### src/rtl/arbiter_writer_pkg.sv
// Shared definitions for the arbitrated bus writer: FSM encoding and default sizing.
package arbiter_writer_pkg;

  localparam int unsigned DEPTH_DEFAULT = 4;
  localparam int unsigned CNT_W_DEFAULT = 16;

  localparam logic [1:0] ST_IDLE = 2'd0;
  localparam logic [1:0] ST_REQ  = 2'd1;
  localparam logic [1:0] ST_GAP  = 2'd2;

  typedef logic [7:0] byte_t;

endpackage

### src/rtl/arbiter_writer_fifo.sv
// Circular byte buffer feeding the bus writer; head reads as zero when empty.
module writer_fifo import arbiter_writer_pkg::*; #(
  parameter int unsigned DEPTH = DEPTH_DEFAULT
) (
  input  logic                     i_clk,
  input  logic                     i_reset,
  input  logic                     i_push,
  input  byte_t                    i_push_data,
  input  logic                     i_pop,
  output byte_t                    o_head,
  output logic [$clog2(DEPTH):0]   o_count,
  output logic                     o_full,
  output logic                     o_empty
);

  localparam int unsigned PTR_W = $clog2(DEPTH);
  localparam logic [PTR_W:0] FULL_CNT = (PTR_W+1)'(DEPTH);

  byte_t              mem_q [DEPTH];
  logic [PTR_W-1:0]   wr_ptr_q, wr_ptr_d;
  logic [PTR_W-1:0]   rd_ptr_q, rd_ptr_d;
  logic [PTR_W:0]     count_q, count_d;
  logic               push_ok, pop_ok;

  assign o_full  = (count_q == FULL_CNT);
  assign o_empty = (count_q == '0);
  assign push_ok = i_push & ~o_full;
  assign pop_ok  = i_pop & ~o_empty;

  // DEPTH is a power of two, so pointer increment wraps DEPTH-1 -> 0 naturally.
  always_comb begin
    wr_ptr_d = wr_ptr_q;
    rd_ptr_d = rd_ptr_q;
    count_d  = count_q;
    if (push_ok) wr_ptr_d = wr_ptr_q + 1'b1;
    if (pop_ok)  rd_ptr_d = rd_ptr_q + 1'b1;
    case ({push_ok, pop_ok})
      2'b10:   count_d = count_q + 1'b1;
      2'b01:   count_d = count_q - 1'b1;
      default: count_d = count_q;
    endcase
  end

  always_ff @(posedge i_clk or posedge i_reset) begin
    if (i_reset) begin
      wr_ptr_q <= '0;
      rd_ptr_q <= '0;
      count_q  <= '0;
    end else begin
      wr_ptr_q <= wr_ptr_d;
      rd_ptr_q <= rd_ptr_d;
      count_q  <= count_d;
    end
  end

  always_ff @(posedge i_clk) begin
    if (push_ok) mem_q[wr_ptr_q] <= i_push_data;
  end

  assign o_head  = o_empty ? 8'h00 : mem_q[rd_ptr_q];
  assign o_count = count_q;

endmodule

### src/rtl/arbiter_writer.sv
// Buffered writer on an arbitrated shared bus: requests while bytes are queued,
// drives the bus on grant, and idles one cycle between bursts that drain the buffer.
//
// state | meaning
// IDLE  | no request, waiting for buffered bytes
// REQ   | o_req high, head held on o_data until busy drops
// GAP   | one-cycle release after the buffer drained
module arbiter_writer import arbiter_writer_pkg::*; #(
  parameter int unsigned DEPTH = DEPTH_DEFAULT,
  parameter int unsigned CNT_W = CNT_W_DEFAULT
) (
  input  logic                     i_clk,
  input  logic                     i_reset,
  input  logic [7:0]               i_wr_data,
  input  logic                     i_wr_valid,
  output logic                     o_wr_ready,
  output logic                     o_req,
  input  logic                     i_busy,
  output logic [7:0]               o_data,
  output logic                     o_data_oe,
  output logic [$clog2(DEPTH):0]   o_count,
  output logic [CNT_W-1:0]         o_sent
);

  localparam int unsigned PTR_W = $clog2(DEPTH);

  logic [1:0]        state_q, state_d;
  logic [CNT_W-1:0]  sent_q, sent_d;
  logic              grant, push, remain;
  logic              fifo_full, fifo_empty;

  assign o_req      = (state_q == ST_REQ);
  assign grant      = o_req & ~i_busy;
  assign o_data_oe  = grant;
  assign o_wr_ready = ~fifo_full;
  assign push       = i_wr_valid & o_wr_ready;

  // Bytes left after this grant: two or more queued, or one refilled this cycle.
  assign remain = (|o_count[PTR_W:1]) | push;

  writer_fifo #(.DEPTH(DEPTH)) u_fifo (
    .i_clk       (i_clk),
    .i_reset     (i_reset),
    .i_push      (push),
    .i_push_data (i_wr_data),
    .i_pop       (grant),
    .o_head      (o_data),
    .o_count     (o_count),
    .o_full      (fifo_full),
    .o_empty     (fifo_empty)
  );

  always_comb begin
    state_d = state_q;
    sent_d  = sent_q;
    if (grant) sent_d = sent_q + 1'b1;
    case (state_q)
      ST_IDLE: if (!fifo_empty) state_d = ST_REQ;
      ST_REQ:  if (grant) state_d = remain ? ST_REQ : ST_GAP;
      ST_GAP:  state_d = fifo_empty ? ST_IDLE : ST_REQ;
      default: state_d = ST_IDLE;
    endcase
  end

  always_ff @(posedge i_clk or posedge i_reset) begin
    if (i_reset) begin
      state_q <= ST_IDLE;
      sent_q  <= '0;
    end else begin
      state_q <= state_d;
      sent_q  <= sent_d;
    end
  end

  assign o_sent = sent_q;

endmodule

### config.mk
export PLATFORM = sky130hd
export DESIGN_NAME = arbiter_writer
export DESIGN_NICKNAME = d
export VERILOG_FILES = /design/src/rtl/arbiter_writer_pkg.sv /design/src/rtl/arbiter_writer_fifo.sv /design/src/rtl/arbiter_writer.sv
export SDC_FILE = /design/constraint.sdc
export NUM_CORES = 1
export LEC_CHECK = 0
export ABC_AREA = 1
export CORE_ASPECT_RATIO = 1.2
export CORE_MARGIN = 8
export CORE_UTILIZATION = 30
export DETAILED_ROUTE_END_ITERATION = 16
export MAX_ROUTING_LAYER = met4
export SETUP_SLACK_MARGIN = 0.15
export SYNTH_ARGS = -nofsm -noshare
export SYNTH_HDL_FRONTEND = slang
export SYNTH_SLANG_ARGS = --single-unit
### constraint.sdc
create_clock -name i_clk -period 2 [get_ports i_clk]
set_input_delay 0.4 -clock i_clk [delete_from_list [all_inputs] [get_ports i_clk]]
set_output_delay 0.4 -clock i_clk [all_outputs]
set_load 0.01 [all_outputs]
==> results of run 1 <==
## metal layers
metal | share of wire | vias to the layer above | GRT usage | routed length (um)
met5 | 0 | - | - | 0
met4 | 0.017 | 0 | 0.0458 | 102
met3 | 0.038 | 9 | 0.0249 | 228
met2 | 0.49 | 48 | 0.172 | 2930
met1 | 0.46 | 952 | 0.124 | 2750
li1 | - | 986 | - | -
## logic make-up after synthesis
family                     count (synthesis)  share of synthesized area
AOI/OAI and AO/OA                         30                     0.0591
adders and majority gates                  7                     0.0365
and+or+nand+nor                          106                      0.190
DFF                                       57                      0.609
buffers and inverters                     35                     0.0543
xor gates and xnor gates                  15                     0.0505
## Yosys cell counts
cell      instances  area, um^2
clkbuf_2          1        5.00
o22ai_1           1        6.26
o21bai_1          1        7.51
nor3_1            2        10.0
dfrtp_1          25         626
xnor2_1           5        43.8
nand3_2           1        10.0
nand3_1          10        50.1
ha_1              6        75.1
nand2_1          32         120
nand2_2           3        18.8
nand4_1           4        25.0
nand3_4           1        17.5
nor2_1           45         169
a21oi_1          10        50.1
buf_4             2        15.0
nor2_4            5        56.3
clkinv_1          1        3.75
fa_1              1        20.0
edfxtp_1         32         961
nor2_2            3        18.8
o21ai_0          18        90.1
inv_2             2        7.51
buf_2             1        5.00
xor2_1           10        87.6
inv_1            28         105
## final timing paths
| kind | from | to | slack, ns | cells after the start |
|---|---|---|---|---|
| max in group asynchronous | i_reset | u_fifo.rd_ptr_q[0] | 1.32 | 3 |
| setup / recovery | u_fifo.rd_ptr_q[0] | o_data[0] | 0.01 | 8 |
| hold / removal | i_reset | o_sent[5] | 0.42 | 3 |
| hold reg to reg | o_sent[15] | o_sent[15] | 0.52 | 2 |
| setup reg to reg | u_fifo.o_count[1] | u_fifo.o_count[2] | 0.17 | 11 |
| min in group i_clk | o_sent[15] | o_sent[15] | 0.52 | 2 |
## cell type report
| cell class | count | area [um^2] |
|---|---|---|
| Multi-Input combinational cell | 158 | 950 |
| Fill cell | 835 | 4790 |
| Inverter | 31 | 119 |
| Sequential cell | 57 | 1590 |
| Timing Repair Buffer | 79 | 717 |
| Tap cell | 117 | 146 |
| Clock inverter | 6 | 82.6 |
| Clock buffer | 10 | 128 |
## tightest hold or removal path, stage by stage
cell             delay [ns]
clkdlybuf4s50_1        0.39
inv_1                  0.05
buf_4                  0.30
## state kept, by name, indices dropped and copies added, names as in the netlist
name,flops
o_sent,16
state_q,2
u_fifo.mem_q,32
u_fifo.o_count,3
u_fifo.rd_ptr_q,2
u_fifo.wr_ptr_q,2
## metrics by stage
stage,hold WS [ns],utilization,std cells
2_1_floorplan,0.427,-,250
3_3_place_gp,0.507,0.394,427
3_5_place_dp,0.500,0.394,427
4_1_cts,0.428,0.422,449
5_1_grt,0.468,0.438,458
6_report,0.419,0.438,458
## power breakdown
group          leakage, nW  total (mW)  internal, mW  switching (mW)
registers            0.610        1.73          1.54           0.198
logic                0.834        2.40          1.21            1.19
clock network        0.106        1.15         0.695           0.455
## timing repair
action	CTS	global route
hold buffers	0	0
gates cloned	0	1
endpoints found under the hold margin	0	0
pin swaps	2	18
setup buffers	6	8
gates resized for setup	41	29
endpoints found under the setup margin	12	9
==> flow_summary.ini, run 1 <==
[finish]
fin_nets = 355
drive_gt1_frac = 0.290
antenna_cells = 0
layout_common_cells = 33 x nor2_1, 32 x edfxtp_1, 31 x nand2_1, 31 x buf_4, 29 x clkdlybuf4s50_1
synthToLayoutAreaGrowth_pct = 43.3
postLayoutCellArea_mm2 = 0.00373
final_common_cell = nor2_1

[global_routing]
antenna_found_initial = 0
globalRouteOverflowTotal = 0
grt_max_degree = 26
grt_pass1_vias = 1986
track_usage = 0.107
grt_pass1_wl_um = 9640

[floorplanning]
die_area_mm2 = 0.0119
pin_count = 42
core_area_mm2 = 0.00852
die_h_um = 118
rows = 37
chipWidth_um = 101
initial_utilization = 0.306

[sta]
finalCriticalPeriod_ns = 1.99
hold_viol = 0
finClkSkew_ns = 0.00485
relSlewSlack = 0.784
setup_ws_ns = 0.0109
post-route-period-util = 0.995
rsz0062_at_grt = true
setup_viol = 0
tns_ns = 0
fmax_mhz = 503
worstMarginPinSlew_ns = 0.324
drv_slew = 0

[critical_path]
crit_path_cell_trace = buf_4, clkbuf_16, buf_4, nor2_2, nor2_1, o21ai_1, a21oi_1, buf_2
crit_path_max_fanout = 4
worstSetupPathType = reg2out
critPathBufInv = 4
crit_required_ns = 1.60
crit_family = buffers and inverters
cpMostUsedCell = buf_4
startpoint_type = flip-flop
arrival_ns = 1.59
crit_path_end_kind = output port
critPathSlowestCell = dfrtp_2
cpPeakStageDelay_ns = 0.43

[place]
post_dp_cell_area_mm2 = 0.00335
dp_slack_ns = -0.261
dp_hpwl_um = 4130
io_buffers = 41
place_congestion = 0.808

[power]
finalPower_mw = 5.28
vdd_drop_max_mv = 0.408
p_leak_nw = 1.55
p_per_area_mw_per_mm2 = 1410

[detailed_routing]
ant_nets = 0
drt-initial-drc-count = 46
avgRoutedWirePerCell_um = 13.1
drt_pass1_iterations = 4
routed_wirelength_um = 6000
drc = 0
vias_per_cell = 4.36
dr_total_vias = 1995

[synth]
syn-cell-area_mm2 = 0.00260
synth.distinct_cells = 26
synth_cells = 250
avgSynthCellArea_um2 = 10.4
yosys_warnings = 0
synth-seq-area-share = 0.609
syn_nets = 269
ys_seq_elements = 57

[clocking]
cts.sinks = 57
clockRootBuffer = clkbuf_8
htree_levels = 3
cts_tree = yes
clock_latency_ns = 0.32
clockBufferDepth = 2
path_clk_slew_ns = 0.07
numCtsBuffers = 9

[job]
cap_violations = 0

[hold_path]
hold_path_class = in2async

[status]
status = complete, no violations
(Power assumes the default switching activity.)
==> inputs of run 2 (changes only) <==
--- a/config.mk
+++ b/config.mk
@@ -9,6 +9,7 @@
 export CORE_ASPECT_RATIO = 1.2
 export CORE_MARGIN = 8
 export CORE_UTILIZATION = 30
+export CTS_CLUSTER_SIZE = 28
 export DETAILED_ROUTE_END_ITERATION = 16
 export MAX_ROUTING_LAYER = met4
 export SETUP_SLACK_MARGIN = 0.15
==> results of run 2 <==
No change in the layout: final DEF, timing and power equal those of run 1.
==> inputs of run 3 (changes only) <==
--- a/config.mk
+++ b/config.mk
@@ -6,12 +6,10 @@
 export NUM_CORES = 1
 export LEC_CHECK = 0
 export ABC_AREA = 1
-export CORE_ASPECT_RATIO = 1.2
 export CORE_MARGIN = 8
 export CORE_UTILIZATION = 30
 export CTS_CLUSTER_SIZE = 28
 export DETAILED_ROUTE_END_ITERATION = 16
-export MAX_ROUTING_LAYER = met4
 export SETUP_SLACK_MARGIN = 0.15
 export SYNTH_ARGS = -nofsm -noshare
 export SYNTH_HDL_FRONTEND = slang
==> run 3 against run 2 <==
- via count decreased by 0.85%
- final cell count fell by 0.44%
- power is 6.8% higher
- setup slack gained 0.033 ns
- non-clock buffer count is 7 higher
- highest routed layer unchanged
- register-to-register slack worse by 0.07 ns
- sequential power is essentially flat
==> flow_summary.ini, run 3 (synthesized netlist as in run 1, its figures left out) <==
[status]
status = complete, no violations

[place]
dp_slack_ns = -0.244
io_buffers = 41
dp_hpwl_um = 3970
place_congestion = 0.796
dp_cells = 416

[detailed_routing]
vias_per_cell = 4.34
drt_pass1_iterations = 4
drc = 0
drt-initial-drc-count = 43
routed_wirelength_um = 6240
avgRoutedWirePerCell_um = 13.7
dr_total_vias = 1978
ant_nets = 0

[critical_path]
crit_required_ns = 1.60
crit_path_end_kind = output port
startpoint_type = flip-flop
worstSetupPathType = reg2out
arrival_ns = 1.56
crit_path_max_fanout = 5

[floorplanning]
die_area_mm2 = 0.0119
initial_utilization = 0.305
core_area_mm2 = 0.00855
die_h_um = 109
pin_count = 42
chipWidth_um = 109
rows = 34

[sta]
drv_slew = 0
fmax_mhz = 511
rsz0062_at_grt = true
hold_viol = 0
setup_viol = 0
post-route-period-util = 0.978
tns_ns = 0
finClkSkew_ns = 0.0114
setup_ws_ns = 0.0435
finalCriticalPeriod_ns = 1.96
relSlewSlack = 0.745
worstMarginPinSlew_ns = 0.383

[power]
combPwrFrac = 0.489
p_leak_nw = 1.61
finalPower_mw = 5.64
vdd_drop_max_mv = 0.654
p_sw_frac = 0.355
netSwitchingPower_mw = 2.00
p_per_area_mw_per_mm2 = 1450
clkPwrFrac = 0.202
p_int_mw = 3.64
pwr-share-seq = 0.309

[clocking]
path_clk_slew_ns = 0.06
hold_buffers = 0
clock_latency_ns = 0.34
numCtsBuffers = 9
cts.sinks = 57
htree_levels = 3
clockBufferDepth = 2
cts_tree = yes
clockRootBuffer = clkbuf_8

[finish]
drive_gt1_frac = 0.333
fill_cells = 781
antenna_cells = 0
utilization = 0.454
top_register = u_fifo.mem_q
fin_cells = 456
layout_common_cells = 32 x buf_4, 32 x edfxtp_1, 31 x nand2_1, 31 x nor2_1, 29 x clkdlybuf4s50_1
fin_nets = 362
synthToLayoutAreaGrowth_pct = 49.0
largest_reg_flops = 32

[global_routing]
globalRouteOverflowTotal = 0
grt_pass1_wl_um = 9870
track_usage = 0.111
grt_max_degree = 17
grt_pass1_vias = 2018
antenna_found_initial = 0

[hold_path]
hold_path_class = in2async

[job]
cap_violations = 0
-- run 3: cell count changes in the layout (fill, tap and decap cells not counted), moves of 2 or more --
cell / before / now
o21ai_2: 0 / 6
nor2_1: 33 / 31
o21ai_0: 8 / 0
a21oi_1: 9 / 6
buf_8: 0 / 4
dlygate4sd2_1: 4 / 2
buf_6: 3 / 6
o21ai_1: 10 / 12
nor2_4: 5 / 11
nor2_2: 15 / 11
a21oi_2: 1 / 4
-- run 3: path summary, 6_finish.rpt --
kind | slack (ns) | end | cells past startpoint | startpoint
max in group asynchronous | 1.10 | o_sent[15] | 3 | i_reset
setup / recovery | 0.04 | o_data[0] | 8 | u_fifo.rd_ptr_q[0]
hold reg to reg | 0.51 | o_sent[15] | 2 | o_sent[15]
setup reg to reg | 0.10 | u_fifo.o_count[2] | 12 | u_fifo.o_count[2]
hold / removal | 0.34 | state_q[0] | 2 | i_reset
min in group i_clk | 0.51 | o_sent[15] | 2 | o_sent[15]
-- run 3: final cells by class --
class,count,area [um^2],area share
flip-flops and latches,57,1590,0.410
multi-input cells,158,1020,0.262
clock buffers,10,128,0.0329
well taps,108,135,0.0348
clock inverters,6,82.6,0.0213
repair buffers,86,798,0.206
inverters,31,129,0.0332
-- run 3: critical path, cell delays in order (launching register included) --
cell and delay [ns]:
dfrtp_2 0.43, buf_6 0.13, buf_16 0.12, buf_6 0.11
nor2_2 0.08, nor2_1 0.04, o21ai_1 0.09, a21oi_2 0.07
buf_2 0.14
-- run 3: routing by layer --
layer	track usage	part of all wire	up-vias
met5	0	0	-
met2	0.179	0.50	55
met4	0.0371	0.014	0
li1	-	-	1003
met1	0.126	0.42	908
met3	0.0532	0.071	12
-- run 3: what timing repair did --
item | in CTS | in global routing
setup buffers | 16 | 7
pin swaps | 20 | 25
endpoints found under the hold margin | 0 | 0
gates resized for setup | 66 | 45
gates cloned | 1 | 0
setup endpoints to repair | 13 | 10
-- run 3: through the flow --
step | hold slack [ns] | instance area [um^2]
3_3_place_gp | 0.500 | 3320
2_1_floorplan | 0.427 | 2630
4_1_cts | 0.330 | 3710
5_1_grt | 0.365 | 3880
6_report | 0.337 | 3880
3_5_place_dp | 0.496 | 3320
-- run 3: power groups by stage --
stage | Sequential [mW] | Combinational (mW) | Clock [mW]
2_1_floorplan | 1.74 | 1.06 | 0
3_3_place_gp | 1.74 | 2.08 | 0
3_5_place_dp | 1.74 | 2.10 | 0
4_1_cts | 1.72 | 2.43 | 1.18
5_1_grt | 1.78 | 3.02 | 1.24
6_report | 1.74 | 2.76 | 1.14
